==> config.mk <==
export PLATFORM = sky130hd
export DESIGN_NAME = fifo_mq_shared
export DESIGN_NICKNAME = d
export VERILOG_FILES = /design/src/rtl/fifo_mq_pkg.sv /design/src/rtl/fifo_mq_alloc.sv /design/src/rtl/fifo_mq_shared.sv
export SDC_FILE = /design/constraint.sdc
export NUM_CORES = 1
export LEC_CHECK = 0
export BUFFER_PORTS_ARGS = -buffer_cell sky130_fd_sc_hd__buf_4
export CAP_MARGIN = 20
export CORE_AREA = 3 3 181 183
export DETAILED_ROUTE_END_ITERATION = 10
export DIE_AREA = 0 0 184 186
export GPL_TIMING_DRIVEN = 1
export HOLD_SLACK_MARGIN = 0.15
export PLACE_DENSITY = 0.85
export SYNTH_ARGS = -nofsm -noshare
export SYNTH_HDL_FRONTEND = slang
export SYNTH_HIERARCHICAL = 1
export SYNTH_SLANG_ARGS = --single-unit
==> constraint.sdc <==
create_clock -name clk -period 8.7 [get_ports clk]
set_clock_uncertainty 0.05 [all_clocks]
set_input_delay 1.74 -clock clk [delete_from_list [all_inputs] [get_ports clk]]
set_output_delay 1.74 -clock clk [all_outputs]
set_load 0.005 [all_outputs]
==> src/rtl/fifo_mq_pkg.sv <==
// Shared widths, allocation encoder and queue-state type for the multi-queue shared FIFO.
package fifo_mq_pkg;

   localparam int unsigned DEPTH_MAX = 256;
   localparam int unsigned PTR_W_MAX = 16;
   localparam int unsigned CNT_W_MAX = 17;

   function automatic int unsigned tag_w(input int unsigned flux);
      return (flux > 1) ? $clog2(flux) : 1;
   endfunction

   function automatic int unsigned addr_w(input int unsigned depth);
      return (depth > 1) ? $clog2(depth) : 1;
   endfunction

   function automatic int unsigned cnt_w(input int unsigned depth);
      return $clog2(depth + 1);
   endfunction

   function automatic logic [PTR_W_MAX-1:0] lowest_free(input logic [DEPTH_MAX-1:0] bitmap);
      logic [PTR_W_MAX-1:0] idx;
      idx = '0;
      for (int i = DEPTH_MAX - 1; i >= 0; i--) begin
         if (bitmap[i]) idx = PTR_W_MAX'(i);
      end
      return idx;
   endfunction

   // Fields are sized for the largest supported DEPTH; users slice to their own widths.
   typedef struct packed {
      logic [PTR_W_MAX-1:0] head;
      logic [PTR_W_MAX-1:0] tail;
      logic [CNT_W_MAX-1:0] occ;
   } queue_state_t;

endpackage

==> src/rtl/fifo_mq_alloc.sv <==
// Free-entry allocator: DEPTH-bit free bitmap, lowest-index allocation, bulk release.
module fifo_mq_alloc
   import fifo_mq_pkg::*;
#(
   parameter int unsigned DEPTH  = 8,
   parameter int unsigned ADDR_W = addr_w(DEPTH)
) (
   input  logic              clk,
   input  logic              rst,
   input  logic              i_alloc,
   input  logic [DEPTH-1:0]  i_release,
   output logic [ADDR_W-1:0] o_idx,
   output logic              o_none_free
);

   logic [DEPTH-1:0]     r_free;
   logic [DEPTH-1:0]     w_free_d;
   logic [DEPTH-1:0]     w_alloc_oh;
   logic [PTR_W_MAX-1:0] w_enc;
   logic                 w_enc_unused;

   // Encoder looks only at the registered bitmap, so released entries wait one cycle.
   assign w_enc        = lowest_free(DEPTH_MAX'(r_free));
   assign o_idx        = w_enc[ADDR_W-1:0];
   assign w_enc_unused = ^w_enc[PTR_W_MAX-1:ADDR_W];
   assign o_none_free  = ~|r_free;

   always_comb begin
      w_alloc_oh = '0;
      if (i_alloc) w_alloc_oh[o_idx] = 1'b1;
      w_free_d = (r_free & ~w_alloc_oh) | i_release;
   end

   always_ff @(posedge clk) begin
      if (rst) r_free <= '1;
      else     r_free <= w_free_d;
   end

endmodule

==> src/rtl/fifo_mq_shared.sv <==
// FLUX linked-list queues sharing one DEPTH-entry RAM with per-queue reservations.
// Define FIFO_MQ_STATS_EN to add per-queue level and high-water-mark outputs.
module fifo_mq_shared
   import fifo_mq_pkg::*;
#(
   parameter  int unsigned DATA_WIDTH = 8,
   parameter  int unsigned DEPTH      = 8,
   parameter  int unsigned FLUX       = 4,
   parameter  int unsigned RESERVE    = 1,
   localparam int unsigned TAG_W      = tag_w(FLUX),
   localparam int unsigned ADDR_W     = addr_w(DEPTH),
   localparam int unsigned CNT_W      = cnt_w(DEPTH)
) (
   input  logic                       clk,
   input  logic                       rst,
   input  logic                       write,
   input  logic [DATA_WIDTH-1:0]      din,
   input  logic [TAG_W-1:0]           din_tag,
   output logic [FLUX-1:0]            full,
   input  logic [FLUX-1:0]            read,
   output logic [FLUX*DATA_WIDTH-1:0] dout,
   output logic [FLUX-1:0]            empty,
   output logic                       err
`ifdef FIFO_MQ_STATS_EN
   ,
   output logic [FLUX*CNT_W-1:0]      level,
   output logic [FLUX*CNT_W-1:0]      hwm
`endif
);

   localparam int unsigned SHARED_CAP = (FLUX * RESERVE > DEPTH) ? 0 : DEPTH - FLUX * RESERVE;
   localparam logic [CNT_W_MAX-1:0] RES_C = CNT_W_MAX'(RESERVE);
   localparam logic [CNT_W_MAX-1:0] CAP_C = CNT_W_MAX'(SHARED_CAP);
   localparam logic [CNT_W_MAX-1:0] ONE_C = CNT_W_MAX'(1);

   if (FLUX * RESERVE > DEPTH) begin : g_bad_reserve
      $error("fifo_mq_shared: FLUX*RESERVE exceeds DEPTH");
   end
   if (DEPTH < 2 || DEPTH > DEPTH_MAX) begin : g_bad_depth
      $error("fifo_mq_shared: DEPTH out of supported range");
   end

   logic [DATA_WIDTH-1:0] r_data [DEPTH];
   logic [ADDR_W-1:0]     r_next [DEPTH];
   queue_state_t          r_q    [FLUX];
   queue_state_t          w_q_d  [FLUX];
   logic                  r_err;

   logic [CNT_W_MAX-1:0]  w_shared_used;
   logic                  w_none_free;
   logic [ADDR_W-1:0]     w_alloc_idx;
   logic [DEPTH-1:0]      w_release;
   logic                  w_tag_ok;
   logic                  w_full_sel;
   logic                  w_wr_ok;
   logic                  w_wr_link;
   logic [ADDR_W-1:0]     w_wr_tail;
   logic [FLUX-1:0]       w_wr_hit;
   logic [FLUX-1:0]       w_rd_ok;
   logic                  w_err_evt;

   fifo_mq_alloc #(
      .DEPTH  (DEPTH),
      .ADDR_W (ADDR_W)
   ) u_alloc (
      .clk         (clk),
      .rst         (rst),
      .i_alloc     (w_wr_ok),
      .i_release   (w_release),
      .o_idx       (w_alloc_idx),
      .o_none_free (w_none_free)
   );

   always_comb begin
      empty         = '0;
      full          = '0;
      w_shared_used = '0;
      for (int f = 0; f < FLUX; f++) begin
         empty[f] = (r_q[f].occ == '0);
         if (r_q[f].occ > RES_C) w_shared_used = w_shared_used + (r_q[f].occ - RES_C);
      end
      for (int f = 0; f < FLUX; f++) begin
         full[f] = w_none_free || ((r_q[f].occ >= RES_C) && (w_shared_used >= CAP_C));
      end
   end

   // Per-queue decode of the write tag avoids indexing with an out-of-range din_tag.
   always_comb begin
      w_tag_ok   = 1'b0;
      w_full_sel = 1'b0;
      w_wr_tail  = '0;
      w_wr_link  = 1'b0;
      w_wr_hit   = '0;
      for (int f = 0; f < FLUX; f++) begin
         if (din_tag == TAG_W'(f)) begin
            w_tag_ok   = 1'b1;
            w_full_sel = full[f];
            w_wr_tail  = r_q[f].tail[ADDR_W-1:0];
            w_wr_link  = !empty[f];
         end
      end
      w_wr_ok = write && w_tag_ok && !w_full_sel;
      for (int f = 0; f < FLUX; f++) begin
         w_wr_hit[f] = w_wr_ok && (din_tag == TAG_W'(f));
      end
      w_rd_ok   = read & ~empty;
      w_err_evt = (write && (!w_tag_ok || w_full_sel)) || (|(read & empty));
   end

   always_comb begin
      w_q_d     = r_q;
      w_release = '0;
      for (int f = 0; f < FLUX; f++) begin
         if (w_rd_ok[f]) w_release[r_q[f].head[ADDR_W-1:0]] = 1'b1;
         case ({w_wr_hit[f], w_rd_ok[f]})
            2'b10: begin
               if (empty[f]) w_q_d[f].head = PTR_W_MAX'(w_alloc_idx);
               w_q_d[f].tail = PTR_W_MAX'(w_alloc_idx);
               w_q_d[f].occ  = r_q[f].occ + ONE_C;
            end
            2'b01: begin
               w_q_d[f].head = PTR_W_MAX'(r_next[r_q[f].head[ADDR_W-1:0]]);
               w_q_d[f].occ  = r_q[f].occ - ONE_C;
            end
            2'b11: begin
               // A lone entry's next pointer is only being linked now, so bypass it.
               if (r_q[f].occ == ONE_C) w_q_d[f].head = PTR_W_MAX'(w_alloc_idx);
               else w_q_d[f].head = PTR_W_MAX'(r_next[r_q[f].head[ADDR_W-1:0]]);
               w_q_d[f].tail = PTR_W_MAX'(w_alloc_idx);
            end
            default: ;
         endcase
      end
   end

   always_ff @(posedge clk) begin
      if (rst) begin
         for (int f = 0; f < FLUX; f++) r_q[f] <= '0;
         r_err <= 1'b0;
      end else begin
         r_q <= w_q_d;
         if (w_err_evt) r_err <= 1'b1;
      end
   end

   always_ff @(posedge clk) begin
      if (!rst && w_wr_ok) begin
         r_data[w_alloc_idx] <= din;
         if (w_wr_link) r_next[w_wr_tail] <= w_alloc_idx;
      end
   end

   assign err = r_err;

   for (genvar f = 0; f < FLUX; f++) begin : g_dout
      assign dout[f*DATA_WIDTH +: DATA_WIDTH] = r_data[r_q[f].head[ADDR_W-1:0]];
   end

`ifdef FIFO_MQ_STATS_EN
   logic [CNT_W-1:0] r_hwm [FLUX];

   always_ff @(posedge clk) begin
      if (rst) begin
         for (int f = 0; f < FLUX; f++) r_hwm[f] <= '0;
      end else begin
         for (int f = 0; f < FLUX; f++) begin
            if (w_q_d[f].occ[CNT_W-1:0] > r_hwm[f]) r_hwm[f] <= w_q_d[f].occ[CNT_W-1:0];
         end
      end
   end

   for (genvar f = 0; f < FLUX; f++) begin : g_stats
      assign level[f*CNT_W +: CNT_W] = r_q[f].occ[CNT_W-1:0];
      assign hwm[f*CNT_W +: CNT_W]   = r_hwm[f];
   end
`endif

endmodule
==> results.txt <==
----------------------------------------------------
[Yosys]
  YS warnings ... 6
  Dominant combinational cell family by area after synthesis ... simple AND/OR/NAND/NOR gates
  Synth unique cells ... 110
  Post-Syn Area per Cell ... 8.94 um^2
  Post-synthesis adder-cell area fraction ... 0.0539
  Area share of the largest cell type after synthesis ... 0.154
  Net count after synthesis ... 2007
  Proportion of synthesized area in mux cells ... 0.165
  Share of the synthesized area in compound gates (AO/OA/AOI/OAI) ... 0.189
  Primary FF master, synth ... dfxtp_1
  Combined area of all synthesized cells ... 0.0171 mm^2
  Part of the Yosys area used for sequential elements ... 0.286
  Biggest area contributors in the synthesized netlist ... edfxtp_1 15%, dfxtp_1 13%, mux4_2 12%
  Fraction of registers with async set or reset after synthesis ... 0
  Number of storage elements in the synthesis netlist ... 201
  Fraction of synthesized cell area in xor and xnor cells ... 0.0551
  Gate count of the mapped netlist ... 1918
  Largest area contributor in the synthesized netlist ... edfxtp_1
  Count of flip-flops with a built-in enable after synthesis ... 88
  Area share of and/or/nand/nor cells after synthesis ... 0.209

[Setup path]
  Critical Path Max Stage Delay ... 0.61 ns
  Nature of the critical path startpoint ... flip-flop
  Most frequent cell on the critical path ... nand2_1
  R2R Setup Slk ... -0.44 ns
  Cell with the biggest individual delay on the critical path ... or4_1
  CP Data Required Time ... 6.91 ns
  Arrival time of the worst setup path ... 7.51 ns
  Kind of critical path ... flip-flop to primary output
  Worst-case reg-to-reg path depth ... 46
  Top fanout value on the critical path ... 7
  Worst R2R End ... r_q[84]$_SDFFE_PP0P_
  Launching element of the worst setup path ... r_q[99]$_SDFFE_PP0P_
  Sort of element at the end of the critical path ... primary output
  Critical path capture point ... full[0]
  Launch instance of the worst register-to-register path ... r_q[99]$_SDFFE_PP0P_

[Drt]
  First DRT Iteration DRCs ... 2870
  Count of unresolved DRC violations after routing ... 20
  Average wire per standard cell ... 24.5 um
  Via count ... 17700
  Vias per cell ... 7.15
  Number of iterations in the first detailed-routing pass ... 11
  Remaining antenna violation count ... 0
  Wire length reported by the detailed router ... 60700 um

[Timing]
  Setup violators final ... 77
  Headroom to the max-slew limit ... 0.0333
  Slew Limit Fails ... 0
  Transition at the pin with the smallest max-transition slack ... 1.45 ns
  RSZ-0062 raised after global routing ... true
  Final setup margin ... -0.600 ns
  Final Hold Viols ... 0
  Clock period minus worst slack ... 9.30 ns
  Fmax achieved ... 0.108 GHz
  Post-route fraction of the period consumed by the critical path ... 1.07

[Die]
  Initial Util ... 0.546
  Area of the die ... 0.0342 mm^2
  I/O pins ... 58
  Die Ht ... 186 um
  Core outline area ... 0.0314 mm^2
  Std cell rows ... 65
  Width of the die ... 184 um

[Cells and area]
  Summed area of non-filler cells in the final layout ... 0.0209 mm^2
  Most used cells in the layout excluding fill and tap cells ... 215 x buf_4, 176 x nor2_1, 147 x nand2_1
  Most common cell after layout, fill and taps aside ... buf_4
  Final-layout fill cell count ... 2176
  Share of final-layout standard cells stronger than drive strength 1 ... 0.298
  Area growth from synthesis to layout ... 21.7%
  Nets ... 2149

[Clock tree]
  Hold buffer count at cts ... 0
  Master cell of the clock root buffer ... clkbuf_16
  Clock net sink count ... 201
  TritonCTS clock tree ... done
  Buffer levels on the longest clock path ... 3
  Clock slew seen by the registers of the worst setup and hold paths ... 0.07 ns
  Count of H-tree levels built during CTS ... 1
  TritonCTS Buffers ... 23
  Clock latency of the later-clocked register in the worst-skew pair ... 0.55 ns

[Run status]
  Failing checks ... DRC, setup timing
  Result of the run ... complete, but fails checks

[GRT]
  First-pass GRT wire length ... 83700 um
  Grt total ovfl ... 0
  Via count of the first global-routing pass ... 15800
  All-Layer GR Usage ... 0.304
  Largest net degree at the start of global routing ... 67
  Antenna violations before repair ... 5

[Min path]
  Origin of the worst min-delay path ... r_q[66]$_SDFFE_PP0P_
  Hold Path Cell Cnt ... 2
  Worst Hold Class ... flip-flop to flip-flop

[Place]
  Quantity of I/O buffers inserted on ports ... 57
  DP HPWL ... 37400 um
  Final weighted congestion in routability-driven placement ... 0.994
  Area after DPL ... 0.0186 mm^2

[Flow run]
  Max-cap violation count ... 0

----------------------------------------------------
==> layer usage <==
| layer | vias up | global-route usage | wire (um) | share of wire |
|---|---|---|---|---|
| met5 | - | 0 | 45 | 0.00074 |
| li1 | 7516 | - | - | - |
| met4 | 6 | 0.171 | 4600 | 0.076 |
| met3 | 426 | 0.0700 | 7910 | 0.13 |
| met1 | 8316 | 0.367 | 20700 | 0.34 |
| met2 | 1479 | 0.503 | 27500 | 0.45 |
==> state kept, by name, indices dropped and copies added (netlist names), named ones only <==
| name | cells |
|---|---|
| r_q | 92 |
| r_data | 64 |
| r_next | 24 |
| u_alloc/r_free | 8 |
| err | 1 |
==> final cells by class <==
type | instances | area (um^2) | share of cell area
clock inverter | 14 | 151 | 0.00726
multi-input combinational | 1529 | 12400 | 0.594
inverter | 63 | 250 | 0.0120
sequential | 201 | 4910 | 0.235
timing repair buffer | 242 | 2030 | 0.0975
antenna | 1 | 2.50 | 0.000120
tap | 402 | 503 | 0.0241
clock buffer | 28 | 614 | 0.0294
==> metrics by stage <==
step	utilization	setup TNS [ns]	setup slack (ns)	hold slack, ns	instances
6_report	0.665	-17.54	-0.600	0.424	2480
5_1_grt	0.665	-66.15	-0.916	0.431	2480
4_1_cts	0.626	-1.68	-0.438	0.410	2439
3_5_place_dp	0.594	-0.705	-0.129	0.401	2383
3_3_place_gp	0.594	0	0.0653	0.385	2383
2_1_floorplan	-	0	0.0145	0.379	1918
==> what timing repair did <==
action	4_1_cts	5_1_grt
cloned	0	3
setup endpoints to repair	22	170
pin swaps	26	59
buffers inserted	14	37
gates resized for setup	31	203
==> cell usage after synthesis, types with 7 or more instances <==
library cell	count
nor2_1	193
nand2_1	153
a21oi_1	141
dfxtp_1	113
o21ai_0	101
clkbuf_1	93
mux4_2	91
edfxtp_1	88
ha_1	69
nand3_1	63
xnor2_1	62
nor3_1	61
inv_1	60
or3_1	51
xor2_1	44
mux2_2	38
a21o_1	33
mux2i_1	28
nand4_1	24
a211oi_1	23
a31oi_1	20
buf_1	20
nor4_1	19
and2_1	17
nor2b_1	17
o211ai_1	15
or4_1	14
o31ai_1	13
o21a_1	12
nand2b_1	11
or2_2	11
and3_1	10
buf_2	10
o2111ai_1	10
nor4b_1	9
o21ai_1	9
a32oi_1	8
o21bai_1	8
or2_1	7
==> worst max-delay path, delay by kind of cell (launching register included) <==
family,cells,cell delay (ns)
AND/OR/NAND/NOR,11,2.44
AO/OA/AOI/OAI,10,1.96
adder cells (fa/ha/maj),3,1.10
buffers and inverters,3,0.48
flip-flops,1,0.36
XOR/XNOR,2,0.36
multiplexers,1,0.26
==> how the worst min path moves through the flow <==
stage               slack [ns]                    to
floorplan                 0.38  r_q[66]$_SDFFE_PP0P_
global placement          0.38  r_q[67]$_SDFFE_PP0P_
detailed placement        0.40  r_q[66]$_SDFFE_PP0P_
CTS                       0.41  r_q[66]$_SDFFE_PP0P_
global route              0.43  r_q[66]$_SDFFE_PP0P_
finish                    0.42  r_q[66]$_SDFFE_PP0P_
==> logic make-up after synthesis <==
| kind of cell | after synthesis |
|---|---|
| compound gates | 486 |
| xor+xnor | 107 |
| fa+ha+maj | 72 |
| buf+inv | 188 |
| flops | 201 |
| mux | 163 |
| simple gates | 701 |
Power is not shown: default switching activity piles up to over one toggle a cycle in this logic, so the estimate is an artifact.
